### config.mk
export PLATFORM = sky130hd
export DESIGN_NAME = int_arbiter
export DESIGN_NICKNAME = d
export VERILOG_FILES = /design/src/rtl/int_arbiter_pkg.sv /design/src/rtl/int_gateway.sv /design/src/rtl/int_arbiter.sv
export SDC_FILE = /design/constraint.sdc
export NUM_CORES = 1
export LEC_CHECK = 0
export BUFFER_PORTS_ARGS = -buffer_cell sky130_fd_sc_hd__buf_4
export CAP_MARGIN = 0
export CORE_ASPECT_RATIO = 1.75
export CORE_UTILIZATION = 40
export CTS_CLUSTER_DIAMETER = 100
export DETAILED_ROUTE_END_ITERATION = 8
export PLACE_DENSITY = 0.59
export SETUP_SLACK_MARGIN = 0.3
export SKIP_LAST_GASP = 1
export SLEW_MARGIN = 20
export SYNTH_ARGS = -nofsm -noshare
export SYNTH_HDL_FRONTEND = slang
export SYNTH_HIERARCHICAL = 1
export SYNTH_SLANG_ARGS = --single-unit
### constraint.sdc
create_clock -name clk -period 12.77 [get_ports clk]
set_clock_uncertainty 0.15 [all_clocks]
set_input_delay 1.9155 -clock clk [delete_from_list [all_inputs] [get_ports clk]]
set_output_delay 1.9155 -clock clk [all_outputs]
set_load 0.005 [all_outputs]
### src/rtl/int_arbiter_pkg.sv
// -----------------------------------------------------------------------------
// int_arbiter_pkg
// Shared definitions for the interrupt arbiter: register byte offsets, the
// interrupt-bus codes driven toward the core-local interruptor, and the
// one-hot gateway state encoding.
// -----------------------------------------------------------------------------
package int_arbiter_pkg;

    // Register byte offsets. PRIO[n] lives at ARB_PRIO_BASE + 4*n, n >= 1.
    localparam logic [7:0] ARB_PRIO_BASE = 8'h00;
    localparam logic [7:0] ARB_ENABLE    = 8'h80;
    localparam logic [7:0] ARB_THRESH    = 8'h84;
    localparam logic [7:0] ARB_CLAIM     = 8'h88;
    localparam logic [7:0] ARB_PENDING   = 8'h8C;

    // Interrupt bus codes.
    localparam logic [7:0] INT_NONE = 8'h00;
    localparam logic [7:0] INT_EXT  = 8'h02;

    // Gateway states, one-hot.
    typedef enum logic [2:0] {
        GW_IDLE   = 3'b001,
        GW_PEND   = 3'b010,
        GW_INSERV = 3'b100
    } gw_state_e;

    // Byte address of PRIO[id].
    function automatic logic [7:0] prio_addr(input int id);
        return ARB_PRIO_BASE + 8'(id << 2);
    endfunction

endpackage

### src/rtl/int_gateway.sv
// -----------------------------------------------------------------------------
// int_gateway
// Per-source interrupt gateway: a two-flop synchronizer for the asynchronous
// level line, followed by a three-state request FSM.
//
// Ports
//   clk      in   clock, rising edge
//   rst      in   asynchronous active-high reset
//   irq      in   raw level interrupt line (asynchronous to clk)
//   claim    in   this source is being claimed this cycle
//   complete in   complete write for this source this cycle
//   pend     out  source is pending
//   inserv   out  source is in service
//
// state     | meaning
// ----------+-----------------------------------------------------------
// GW_IDLE   | no request held; waits for the synchronized line to be high
// GW_PEND   | request latched, visible to arbitration, waiting for a claim
// GW_INSERV | claimed by the handler; line ignored until complete
// -----------------------------------------------------------------------------
module int_gateway
    import int_arbiter_pkg::*;
(
    input  logic clk,
    input  logic rst,
    input  logic irq,
    input  logic claim,
    input  logic complete,
    output logic pend,
    output logic inserv
);

    logic      sync_ff1;
    logic      sync_ff2;
    gw_state_e state;

    always_ff @(posedge clk or posedge rst) begin
        if (rst) begin
            sync_ff1 <= 1'b0;
            sync_ff2 <= 1'b0;
            state    <= GW_IDLE;
        end else begin
            sync_ff1 <= irq;
            sync_ff2 <= sync_ff1;
            case (state)
                GW_IDLE:   if (sync_ff2) state <= GW_PEND;
                GW_PEND:   if (claim)    state <= GW_INSERV;
                // Returning through IDLE means a line still held high
                // re-pends one edge after the complete.
                GW_INSERV: if (complete) state <= GW_IDLE;
                default:                 state <= GW_IDLE;
            endcase
        end
    end

    // Outputs are single bits of the registered one-hot state.
    assign pend   = state[1];
    assign inserv = state[2];

endmodule

### src/rtl/int_arbiter.sv
// -----------------------------------------------------------------------------
// int_arbiter
// Priority interrupt arbiter feeding the core-local interruptor's int_flag.
// Synchronizes and latches NUM_SRC level interrupt lines, picks the highest
// priority enabled pending source above THRESHOLD (ties to the lowest ID),
// and offers a claim/complete register for the trap handler.
//
// Ports
//   clk         in   clock, rising edge
//   rst         in   asynchronous active-high reset
//   irq_src_i   in   [NUM_SRC]  raw level lines; bit n-1 is source ID n
//   we_i        in   register write strobe
//   waddr_i     in   [8]  write byte address
//   wdata_i     in   [32] write data
//   re_i        in   register read strobe (claim side effect only when high)
//   raddr_i     in   [8]  read byte address
//   rdata_o     out  [32] registered read data, updated on re_i
//   int_flag_o  out  [8]  INT_EXT while a request qualifies, else INT_NONE
// -----------------------------------------------------------------------------
module int_arbiter
    import int_arbiter_pkg::*;
#(
    parameter int NUM_SRC = 8,
    parameter int PRIO_W  = 3
) (
    input  logic               clk,
    input  logic               rst,
    input  logic [NUM_SRC-1:0] irq_src_i,
    input  logic               we_i,
    input  logic [7:0]         waddr_i,
    input  logic [31:0]        wdata_i,
    input  logic               re_i,
    input  logic [7:0]         raddr_i,
    output logic [31:0]        rdata_o,
    output logic [7:0]         int_flag_o
);

    // Register file
    logic [PRIO_W-1:0] prio_q [1:NUM_SRC];
    logic [NUM_SRC:1]  enable_q;
    logic [PRIO_W-1:0] thresh_q;

    // Gateway status and per-source strobes
    logic [NUM_SRC:1]  pend;
    logic [NUM_SRC:1]  inserv;
    logic [NUM_SRC:1]  claim_vec;
    logic [NUM_SRC:1]  complete_vec;

    // Arbitration
    logic [4:0]        best_id_d;
    logic [4:0]        best_id_q;
    logic [PRIO_W-1:0] best_prio;
    logic [4:0]        claim_id;
    logic [7:0]        int_flag_q;

    logic [31:0]       rdata_d;
    logic              rd_claim;
    logic              wr_complete;

    // Only a few write-data bits are meaningful at any address.
    logic              unused_wdata;
    assign unused_wdata = ^wdata_i;

    assign rd_claim    = re_i && (raddr_i == ARB_CLAIM);
    assign wr_complete = we_i && (waddr_i == ARB_CLAIM);

    // -------------------------------------------------------------------------
    // Gateways
    // -------------------------------------------------------------------------
    for (genvar g = 1; g <= NUM_SRC; g++) begin : g_gw
        int_gateway u_gw (
            .clk      (clk),
            .rst      (rst),
            .irq      (irq_src_i[g-1]),
            .claim    (claim_vec[g]),
            .complete (complete_vec[g]),
            .pend     (pend[g]),
            .inserv   (inserv[g])
        );
    end

    // -------------------------------------------------------------------------
    // Claim / complete decode
    // The claimed ID is the registered winner, but only while that source is
    // still pending. This keeps a back-to-back claim from returning an ID that
    // the previous claim already moved to service before best_id_q caught up.
    // -------------------------------------------------------------------------
    always_comb begin
        claim_id     = '0;
        claim_vec    = '0;
        complete_vec = '0;
        for (int i = 1; i <= NUM_SRC; i++) begin
            if ((best_id_q == 5'(i)) && pend[i]) begin
                claim_id = 5'(i);
                if (rd_claim) claim_vec[i] = 1'b1;
            end
            if (wr_complete && (wdata_i[4:0] == 5'(i)) && inserv[i])
                complete_vec[i] = 1'b1;
        end
    end

    // -------------------------------------------------------------------------
    // Priority tree: strict greater-than while scanning upward keeps the
    // lowest ID on a tie. PRIO > THRESHOLD implies PRIO >= 1, so a zero
    // starting best_prio never admits a priority-0 source.
    // -------------------------------------------------------------------------
    always_comb begin
        best_id_d = '0;
        best_prio = '0;
        for (int i = 1; i <= NUM_SRC; i++) begin
            if (pend[i] && enable_q[i] && (prio_q[i] > thresh_q)
                && (prio_q[i] > best_prio)) begin
                best_id_d = 5'(i);
                best_prio = prio_q[i];
            end
        end
    end

    // -------------------------------------------------------------------------
    // Register file writes
    // -------------------------------------------------------------------------
    always_ff @(posedge clk or posedge rst) begin
        if (rst) begin
            for (int i = 1; i <= NUM_SRC; i++) prio_q[i] <= '0;
            enable_q <= '0;
            thresh_q <= '0;
        end else if (we_i) begin
            for (int i = 1; i <= NUM_SRC; i++) begin
                if (waddr_i == prio_addr(i)) prio_q[i] <= wdata_i[PRIO_W-1:0];
            end
            if (waddr_i == ARB_ENABLE) enable_q <= wdata_i[NUM_SRC:1];
            if (waddr_i == ARB_THRESH) thresh_q <= wdata_i[PRIO_W-1:0];
        end
    end

    // -------------------------------------------------------------------------
    // Read mux
    // -------------------------------------------------------------------------
    always_comb begin
        rdata_d = '0;
        case (raddr_i)
            ARB_ENABLE:  rdata_d = 32'({enable_q, 1'b0});
            ARB_THRESH:  rdata_d = 32'(thresh_q);
            ARB_CLAIM:   rdata_d = 32'(claim_id);
            ARB_PENDING: rdata_d = 32'({pend, 1'b0});
            default: begin
                for (int i = 1; i <= NUM_SRC; i++) begin
                    if (raddr_i == prio_addr(i)) rdata_d = 32'(prio_q[i]);
                end
            end
        endcase
    end

    // -------------------------------------------------------------------------
    // Registered outputs. The winner register samples pre-claim gateway state,
    // so int_flag_o drops or moves to the next winner one edge after a claim.
    // -------------------------------------------------------------------------
    always_ff @(posedge clk or posedge rst) begin
        if (rst) begin
            rdata_o    <= '0;
            best_id_q  <= '0;
            int_flag_q <= INT_NONE;
        end else begin
            best_id_q  <= best_id_d;
            int_flag_q <= (best_id_d != 5'd0) ? INT_EXT : INT_NONE;
            if (re_i) rdata_o <= rdata_d;
        end
    end

    assign int_flag_o = int_flag_q;

endmodule

Word-level counts from Yosys, hierarchy flattened
Index checks and enable logic that the tools add are counted.
{ "op_classes": {"n_reduce_logical": 69, "n_div": 0, "muxes": 82, "n_lt_le_gt_ge": 16, "addsub": 0, "bitwise": 0, "n_mul": 0, "n_eq_ne": 87, "n_shift": 0} }
{ "ops": {"columns": ["cell", "count"], "rows": [
  ["32-bit 2-to-1 mux", 7],
  ["32-bit case mux with 4 select lines", 1],
  ["3-bit 2-to-1 mux", 32],
  ["3-bit case mux with 3 select lines", 8],
  ["5-bit 2-to-1 mux", 14],
  ["8-bit by 5-bit equality test with 1-bit output, second input constant", 8],
  ["8-bit equality test, second input constant", 7],
  ["1-bit logical AND", 50],
  ["2-bit by 1-bit inequality test with 1-bit output, second input constant", 24],
  ["3-bit > comparator", 15],
  ["5-bit by 3-bit equality test with 1-bit output, second input constant", 8],
  ["8-bit by 4-bit equality test with 1-bit output, second input constant", 4],
  ["3-bit by 1-bit equality test with 1-bit output, second input constant", 8],
  ["3-bit by 2-bit equality test with 1-bit output, second input constant", 8],
  ["3-bit equality test, second input constant", 8],
  ["3-bit AND reduction", 8],
  ["5-bit by 2-bit equality test with 1-bit output, second input constant", 4],
  ["2-bit AND reduction", 10],
  ["1-bit 2-to-1 mux", 19],
  ["8-bit by 3-bit equality test with 1-bit output, second input constant", 2],
  ["8-bit by 6-bit equality test with 1-bit output, second input constant", 2],
  ["5-bit by 1-bit equality test with 1-bit output, second input constant", 2],
  ["5-bit by 4-bit equality test with 1-bit output, second input constant", 2],
  ["5-bit nonzero test", 1],
  ["2 further kinds", 2]
]} }
{ "word_totals": {"elab_cells": 291, "rom_bits": 0, "ram_bits": 0, "latchBits": 0, "n_memories": 0, "in_bits": 60, "reg_bits": 114} }

Depth between registers and ports, before layout
Gate-level depths: netlist of the first run.
{ "logic_depth": {"word_depth": 27, "depth_mapped": 51} }

By module
The synthesis of the first run kept the hierarchy.
{ "by_module_without_submodules": {"columns": ["mod", "instances", "area_per_inst_um2", "seq_area_each_um2", "cells_per_inst"], "rows": [
  ["int_arbiter", 1, 4134.0, 1226.2, 452],
  ["int_gateway", 8, 205.2, 126.4, 16]
]} }

Worst setup path before layout of the first run
OpenSTA, ideal clock, no wires.
{ "synth_timing": {"kind": "reg-to-reg", "startpoint": "register thresh_q[1]", "endpoint": "register int_flag_q[1], in the netlist int_flag_o[1]", "stages_incl_launch_ff": 49, "setup_ns": 0.079, "path_slack_ns": 3.432, "arrival_time_ns": 9.109, "t_required_ns": 12.541, "path_cell_list": "dfrtp_1 inv_1 ha_1 nor2b_1 or3_1 nand3_1 ha_1 a21oi_1 o21ai_0 and3_1 buf_6 mux2_4 ha_1 nand3b_1 a22oi_1 nand3_2 mux2_2 ha_1 [... 13 more ...] mux2_2 ha_1 nor2_1 and3_1 o211a_2 nor2_4 mux2_2 ha_1 a31oi_1 o221ai_1 and2_1 a211o_1 ha_1 nand3_1 nand4_1 nor3_1 nor3_1 nand4_1"} }
{ "synth_via": {"elab_chain_cells": 27} }
{ "synth_lines": {"columns": ["element", "line", "rtl"], "rows": [
  ["start, declared", "int_arbiter.sv:41", "logic [PRIO_W-1:0] thresh_q;"],
  ["start signal, assigned", "int_arbiter.sv:132", "if (waddr_i == ARB_THRESH) thresh_q <= wdata_i[PRIO_W-1:0];"],
  ["3-bit > comparator", "int_arbiter.sv:111", "if (pend[i] && enable_q[i] && (prio_q[i] > thresh_q)"],
  ["1-bit logical AND", "int_arbiter.sv:111", null],
  ["1-bit logical AND", "int_arbiter.sv:112", "&& (prio_q[i] > best_prio)) begin"],
  ["3-bit 2-to-1 mux", "int_arbiter.sv:111", null],
  ["3-bit > comparator", "int_arbiter.sv:112", null],
  ["1-bit logical AND", "int_arbiter.sv:112", null],
  ["3-bit 2-to-1 mux", "int_arbiter.sv:111", null],
  ["3-bit > comparator", "int_arbiter.sv:112", null],
  ["[... 12 more ...]", null, null],
  ["1-bit logical AND", "int_arbiter.sv:112", null],
  ["3-bit 2-to-1 mux", "int_arbiter.sv:111", null],
  ["3-bit > comparator", "int_arbiter.sv:112", null],
  ["1-bit logical AND", "int_arbiter.sv:112", null],
  ["5-bit 2-to-1 mux *", "int_arbiter.sv:111", null],
  ["net best_id_d[3]", "int_arbiter.sv:50", "logic [4:0] best_id_d;"],
  ["5-bit nonzero test *", "int_arbiter.sv:165", "int_flag_q <= (best_id_d != 5'd0) ? INT_EXT : INT_NONE;"],
  ["2-bit 2-to-1 mux *", "int_arbiter.sv:165", null],
  ["end signal, assigned", "int_arbiter.sv:165", null],
  ["end, declared", "int_arbiter.sv:54", "logic [7:0] int_flag_q;"]
]} }
Mark *: on every way through the listed nets, which the timed path passes. The rest lies on a longest branch.
A chain may end at the register's enable or synchronous reset.

Worst setup path in the final report of the first run
{ "layout_timing": {"startpoint": "register thresh_q[2]", "endpoint": "register int_flag_q[1], in the netlist int_flag_o[1]"} }
Same word-level chain as after synthesis.

==> impl_metrics.ini, run 1 <==
[run_status]
status = finished clean

[clocking]
cts_inserted_buffers = 9
htreeDepth = 3
tritoncts = yes
cts_sinks = 89
clock_path_buffers = 2
cts-root-buf = clkbuf_16
post_cts_resized = 0
insertion_delay_ns = 0.34
cts.clk_slew.worst_paths_ns = 0.06
cts_hold_buffers = 0
cts_setup_buffers = 0

[logic_synthesis]
avgSynthCellArea_um2 = 9.958
synth_compound_area_share_pct = 14.21
yosysUniqueCellTypes = 63
async_flop_share_pct = 100.0
synth_top_family_by_area = simple AND/OR/NAND/NOR gates
synth_simple_gate_area_share_pct = 22.77
yosys-top-cells-count = dfrtp_1 (81), nor2_1 (46), mux2_2 (43)
synth_fa_ha_area_share_pct = 8.882
muxShareOfSynthArea_pct = 9.034
ys_seq_elements = 89
yosys.area.top_type = dfrtp_1
ys_seq_area_share_pct = 38.73
yosysWarnings = 6
synth_top_cell_area_share_pct = 35.10
synth_area_leaders = dfrtp_1 (35%), ha_1 (8.9%), mux2_2 (8.4%)
synthCells = 580
synth.most_common_cell = dfrtp_1
synth_ff_type = dfrtp_1
synth_xor_area_share_pct = 0
synth_edf_count = 0
syn_area_um2 = 5776

[detailed_routing]
viasPerCell = 5.800
drc = 0
routedWlPerCell_um = 18.87
drtIter0Drc = 244
finalWirelength_um = 15260
detail-route-antenna-nets = 0
vias = 4692
first_pass_iters = 5

[floorplan]
die_area_um2 = 14940
core_area_um2 = 13980
initial_core_util_pct = 41.32
rows = 57
ios = 100
dieHeight_um = 161.0
die_w_um = 92.84

[grt]
grt_overflow = 0
grtUsageTotal_pct = 21.23
antenna_found_initial = 0
grt_pass1_vias = 4684
grt_pass1_wl_um = 24110
grt_max_degree = 50

[finish]
drive_above_1_share_pct = 21.04
final_cell_count_no_fill = 809
layout.nets = 728
antenna_cells = 0
syn2layout_area_growth_pct = 12.69
final_area_um2 = 6509
fill_cells = 1335

[critical_path]
critPathSlowestCell = nor3_1
required_ns = 12.88
critPathBufInv = 1
path_max_fanout = 10
start_kind = flop
cp_top_family = simple AND/OR/NAND/NOR gates
setup.worst_path.end_class = flop
path_class = reg2reg
critPathMaxStageDelay_ns = 0.51
r2r_setup_slack_ns = 1.58
worst_path_most_repeated_cell = ha_1
arrival_ns = 11.29

[power_and_ir_drop]
ir_worst_vdd_mv = 0.1097
powerDensity_nw_per_um2 = 122.1
fin_total_pwr_uw = 794.6
leakagePower_uw = 0.002905

[placement]
post-place-ws_ns = 1.716
io_buffer_count = 46
dp_hpwl_um = 11950
place_congestion = 0.9138
placedCellCount = 793
post_dp_cell_area_um2 = 6185

[worst_hold_path]
min_path_type = reg2reg

[timing]
setup_ws_ns = 1.582
relSlewSlack_pct = 41.73
timing.setup.tns_ns = 0
layout_min_cycle_time_ns = 11.19
setup_viol = 0
hold_viol_final = 0
tightest_slew_ns = 0.8731
clock.fmax_ghz = 0.08938
rsz0062_at_grt = no
post-route-period-util_pct = 87.61
finalMaxSlewViolations = 0

[run]
maxCapViolations = 0
[worst reg2reg max path: cells and delay by family (launching register included)]
kind,cells,cell delay (ns)
AO/OA/AOI/OAI,15,3.26
multiplexers,3,1.09
buffers and inverters,1,0.38
AND/OR/NAND/NOR,20,3.48
adder cells (fa/ha/maj),8,2.33
flip-flops,1,0.41
[final cells by class]
class / count / area (um2) / area share, %
tap: 177 / 221.5 / 3.403
clock inverter: 4 / 76.32 / 1.173
clock buffer: 12 / 246.5 / 3.787
multi-input combinational: 455 / 3283 / 50.44
timing repair buffer: 46 / 345.3 / 5.306
inverter: 26 / 98.84 / 1.519
sequential: 89 / 2237 / 34.37
[final timing paths]
check                                                start                              end  depth (start not counted)
max in group asynchronous                              rst           prio_q[15]$_DFFE_PP0P_                          2
min reg2reg                g_gw[8].u_gw/sync_ff1$_DFF_PP0_  g_gw[8].u_gw/sync_ff2$_DFF_PP0_                          0
max reg2reg                        thresh_q[2]$_DFFE_PP0P_          int_flag_o[1]$_DFF_PP0_                         47
min                        g_gw[8].u_gw/sync_ff1$_DFF_PP0_  g_gw[8].u_gw/sync_ff2$_DFF_PP0_                          0
max                                thresh_q[2]$_DFFE_PP0P_          int_flag_o[1]$_DFF_PP0_                         47
min in group asynchronous                              rst  g_gw[6].u_gw/sync_ff1$_DFF_PP0_                          2
[layer usage]
metal | global-route usage (%) | vias to the layer above | part of all wire (%)
li1 | - | 2207 | -
met1 | 23.10 | 2293 | 38
met2 | 38.94 | 150 | 54
met3 | 2.509 | 42 | 3.8
met4 | 11.75 | 0 | 4.6
met5 | 0 | - | 0
[logic make-up after synthesis]
group / Yosys count
AOI/OAI and AO/OA: 119
adders and majority gates: 41
buffers and inverters: 65
DFF: 89
muxes: 45
other: 1
and+or+nand+nor: 220
[registers in the layout (all words and copies together) (netlist names)]
signal	count
g_gw.u_gw/sync_ff2	8
best_id_q	4
enable_q	8
thresh_q	3
g_gw.u_gw/sync_ff1	8
int_flag_o	1
prio_q	24
g_gw.u_gw/state	24
rdata_o	9
[power breakdown]
group | leakage, uW | internal, uW | total, uW | switching (uW)
logic | 0.00160 | 66.9 | 123 | 55.8
registers | 0.00115 | 323 | 387 | 64.0
clock network | 0.000153 | 177 | 285 | 108
[cell usage in the layout (no fill, tap or decap), types with 10 or more instances in the layout]
cell type / n
a22oi_1: 16
nand3_1: 21
conb_1: 30
nand3b_1: 24
a21oi_1: 39
nand2_1: 35
and3_1: 14
ha_1: 41
inv_1: 25
mux2_2: 43
nor2_1: 46
dfrtp_1: 81
or3b_1: 16
nor3_1: 10
buf_4: 46
[through the flow]
stage	utilization, %	hold WS, ns
floorplan	-	0.1812
global placement	44.24	0.1846
detailed placement	44.24	0.1873
CTS	46.55	0.2022
global route	46.56	0.2026
finish	46.56	0.1988
Power figures use the tool's default switching activity.
==> run 2: changes to the inputs <==
--- a/config.mk
+++ b/config.mk
@@ -11,6 +11,7 @@
 export CORE_UTILIZATION = 40
 export CTS_CLUSTER_DIAMETER = 100
 export DETAILED_ROUTE_END_ITERATION = 8
+export MAX_ROUTING_LAYER = met4
 export PLACE_DENSITY = 0.59
 export SETUP_SLACK_MARGIN = 0.3
 export SKIP_LAST_GASP = 1
==> impl_metrics.ini, run 2 (synthesis results as in run 1) <==
[finish]
multi_input_area_um2 = 3283
fill_cells = 1343
layout.nets = 728
drive_above_1_share_pct = 21.04
final_cell_count_no_fill = 809
final_cell_mix = dfrtp_1 (81), nor2_1 (46), buf_4 (46)
antenna_cells = 0
final_common_cell = dfrtp_1
reg_top3 = g_gw.u_gw/state: 24 flops, prio_q: 24 flops, rdata_o: 9 flops
syn2layout_area_growth_pct = 12.11
seqCellArea_um2 = 2237

[clocking]
insertion_delay_ns = 0.34
cts_sinks = 89
cts.clk_slew.worst_paths_ns = 0.06
cts_setup_buffers = 0
cts_inserted_buffers = 9
cts_hold_buffers = 0
htreeDepth = 3
tritoncts = yes
post_cts_resized = 0
cts-root-buf = clkbuf_16
clock_path_buffers = 2

[floorplan]
initial_core_util_pct = 41.32
rows = 57
die_area_um2 = 14940
dieHeight_um = 161.0
die_w_um = 92.84
core_area_um2 = 13980
ios = 100

[placement]
placedCellCount = 793
dp_hpwl_um = 11950
place_congestion = 0.9298
io_buffer_count = 46

[grt]
grtUsageTotal_pct = 21.69
antenna_found_initial = 0
grt_pass1_vias = 4679
grt_pass1_wl_um = 23870
grt_max_degree = 50
grt_overflow = 0

[power_and_ir_drop]
ir_worst_vdd_mv = 0.09881
powerDensity_nw_per_um2 = 118.7
leakagePower_uw = 0.002892

[run_status]
status = finished clean

[critical_path]
path_class = reg2reg
path_max_fanout = 10
critPathMaxStageDelay_ns = 0.52
arrival_ns = 11.30
setup.worst_path.end_class = flop
required_ns = 12.87
r2r_setup_slack_ns = 1.57
start_kind = flop
worst_path_most_repeated_cell = ha_1
critPathSlowestCell = nor3_1

[detailed_routing]
first_pass_iters = 5
vias = 4621
finalWirelength_um = 15120
drtIter0Drc = 231
routedWlPerCell_um = 18.68
drc = 0
viasPerCell = 5.712
detail-route-antenna-nets = 0

[timing]
setup_viol = 0
tightest_slew_ns = 0.8706
rsz0062_at_grt = no
finalMaxSlewViolations = 0
hold_viol_final = 0
relSlewSlack_pct = 41.89
clock.fmax_ghz = 0.08928
post-route-period-util_pct = 87.71
layout_min_cycle_time_ns = 11.20
timing.setup.tns_ns = 0

[worst_hold_path]
min_path_type = reg2reg

[run]
maxCapViolations = 0
[run 2: changes by cell type in the layout (fill, tap and decap cells not counted)]
cell       previous run  this run
bufinv_16             2         1
clkbuf_8              1         0
clkinv_2              1         3
[run 2: worst max-delay path, delay by kind of cell (launching register included)]
| kind | cells | cell delay, ns |
|---|---|---|
| and+or+nand+nor | 20 | 3.50 |
| AOI/OAI and AO/OA | 15 | 3.23 |
| adders and majority gates | 8 | 2.33 |
| muxes | 3 | 1.09 |
| DFF | 1 | 0.41 |
| buffers and inverters | 1 | 0.39 |
[run 2: layout make-up]
cell class | instances | share of cell area [%]
clock inverters | 5 | 0.8696
flip-flops and latches | 89 | 34.55
repair buffers | 46 | 5.333
multi-input cells | 455 | 50.71
clock buffers | 11 | 3.594
inverters | 26 | 1.527
well taps | 177 | 3.420
[run 2: metal layers]
metal	share of wire (%)	up-vias	GRT usage (%)
li1	-	2207	-
met1	38	2234	22.89
met2	53	133	37.77
met3	3.1	47	2.509
met4	6.0	0	13.64
met5	0	-	-
[run 2: report_power, final]
group          internal (uW)  switching, uW
registers                323           63.7
logic                   66.9           55.9
clock network            151            108
[run 2: per-stage QoR]
step	util [%]	worst slack (ns)	total power [uW]	hold WS (ns)	cell area (um2)
2_1_floorplan	-	3.432	464.5	0.1812	5884
3_3_place_gp	44.24	2.005	504.8	0.1853	6185
3_5_place_dp	44.24	1.739	514.1	0.1855	6185
4_1_cts	46.31	1.659	778.0	0.2004	6474
5_1_grt	46.32	0.8252	809.5	0.2044	6475
6_report	46.32	1.569	768.8	0.1987	6475
[run 2: path summary, 6_finish.rpt]
kind                                                  from                               to  cells past startpoint
min reg2reg                g_gw[8].u_gw/sync_ff1$_DFF_PP0_  g_gw[8].u_gw/sync_ff2$_DFF_PP0_                      0
max                                thresh_q[2]$_DFFE_PP0P_          int_flag_o[1]$_DFF_PP0_                     47
max reg2reg                        thresh_q[2]$_DFFE_PP0P_          int_flag_o[1]$_DFF_PP0_                     47
min                        g_gw[8].u_gw/sync_ff1$_DFF_PP0_  g_gw[8].u_gw/sync_ff2$_DFF_PP0_                      0
min in group asynchronous                              rst  g_gw[1].u_gw/sync_ff1$_DFF_PP0_                      2
max in group asynchronous                              rst          enable_q[3]$_DFFE_PP0P_                      2
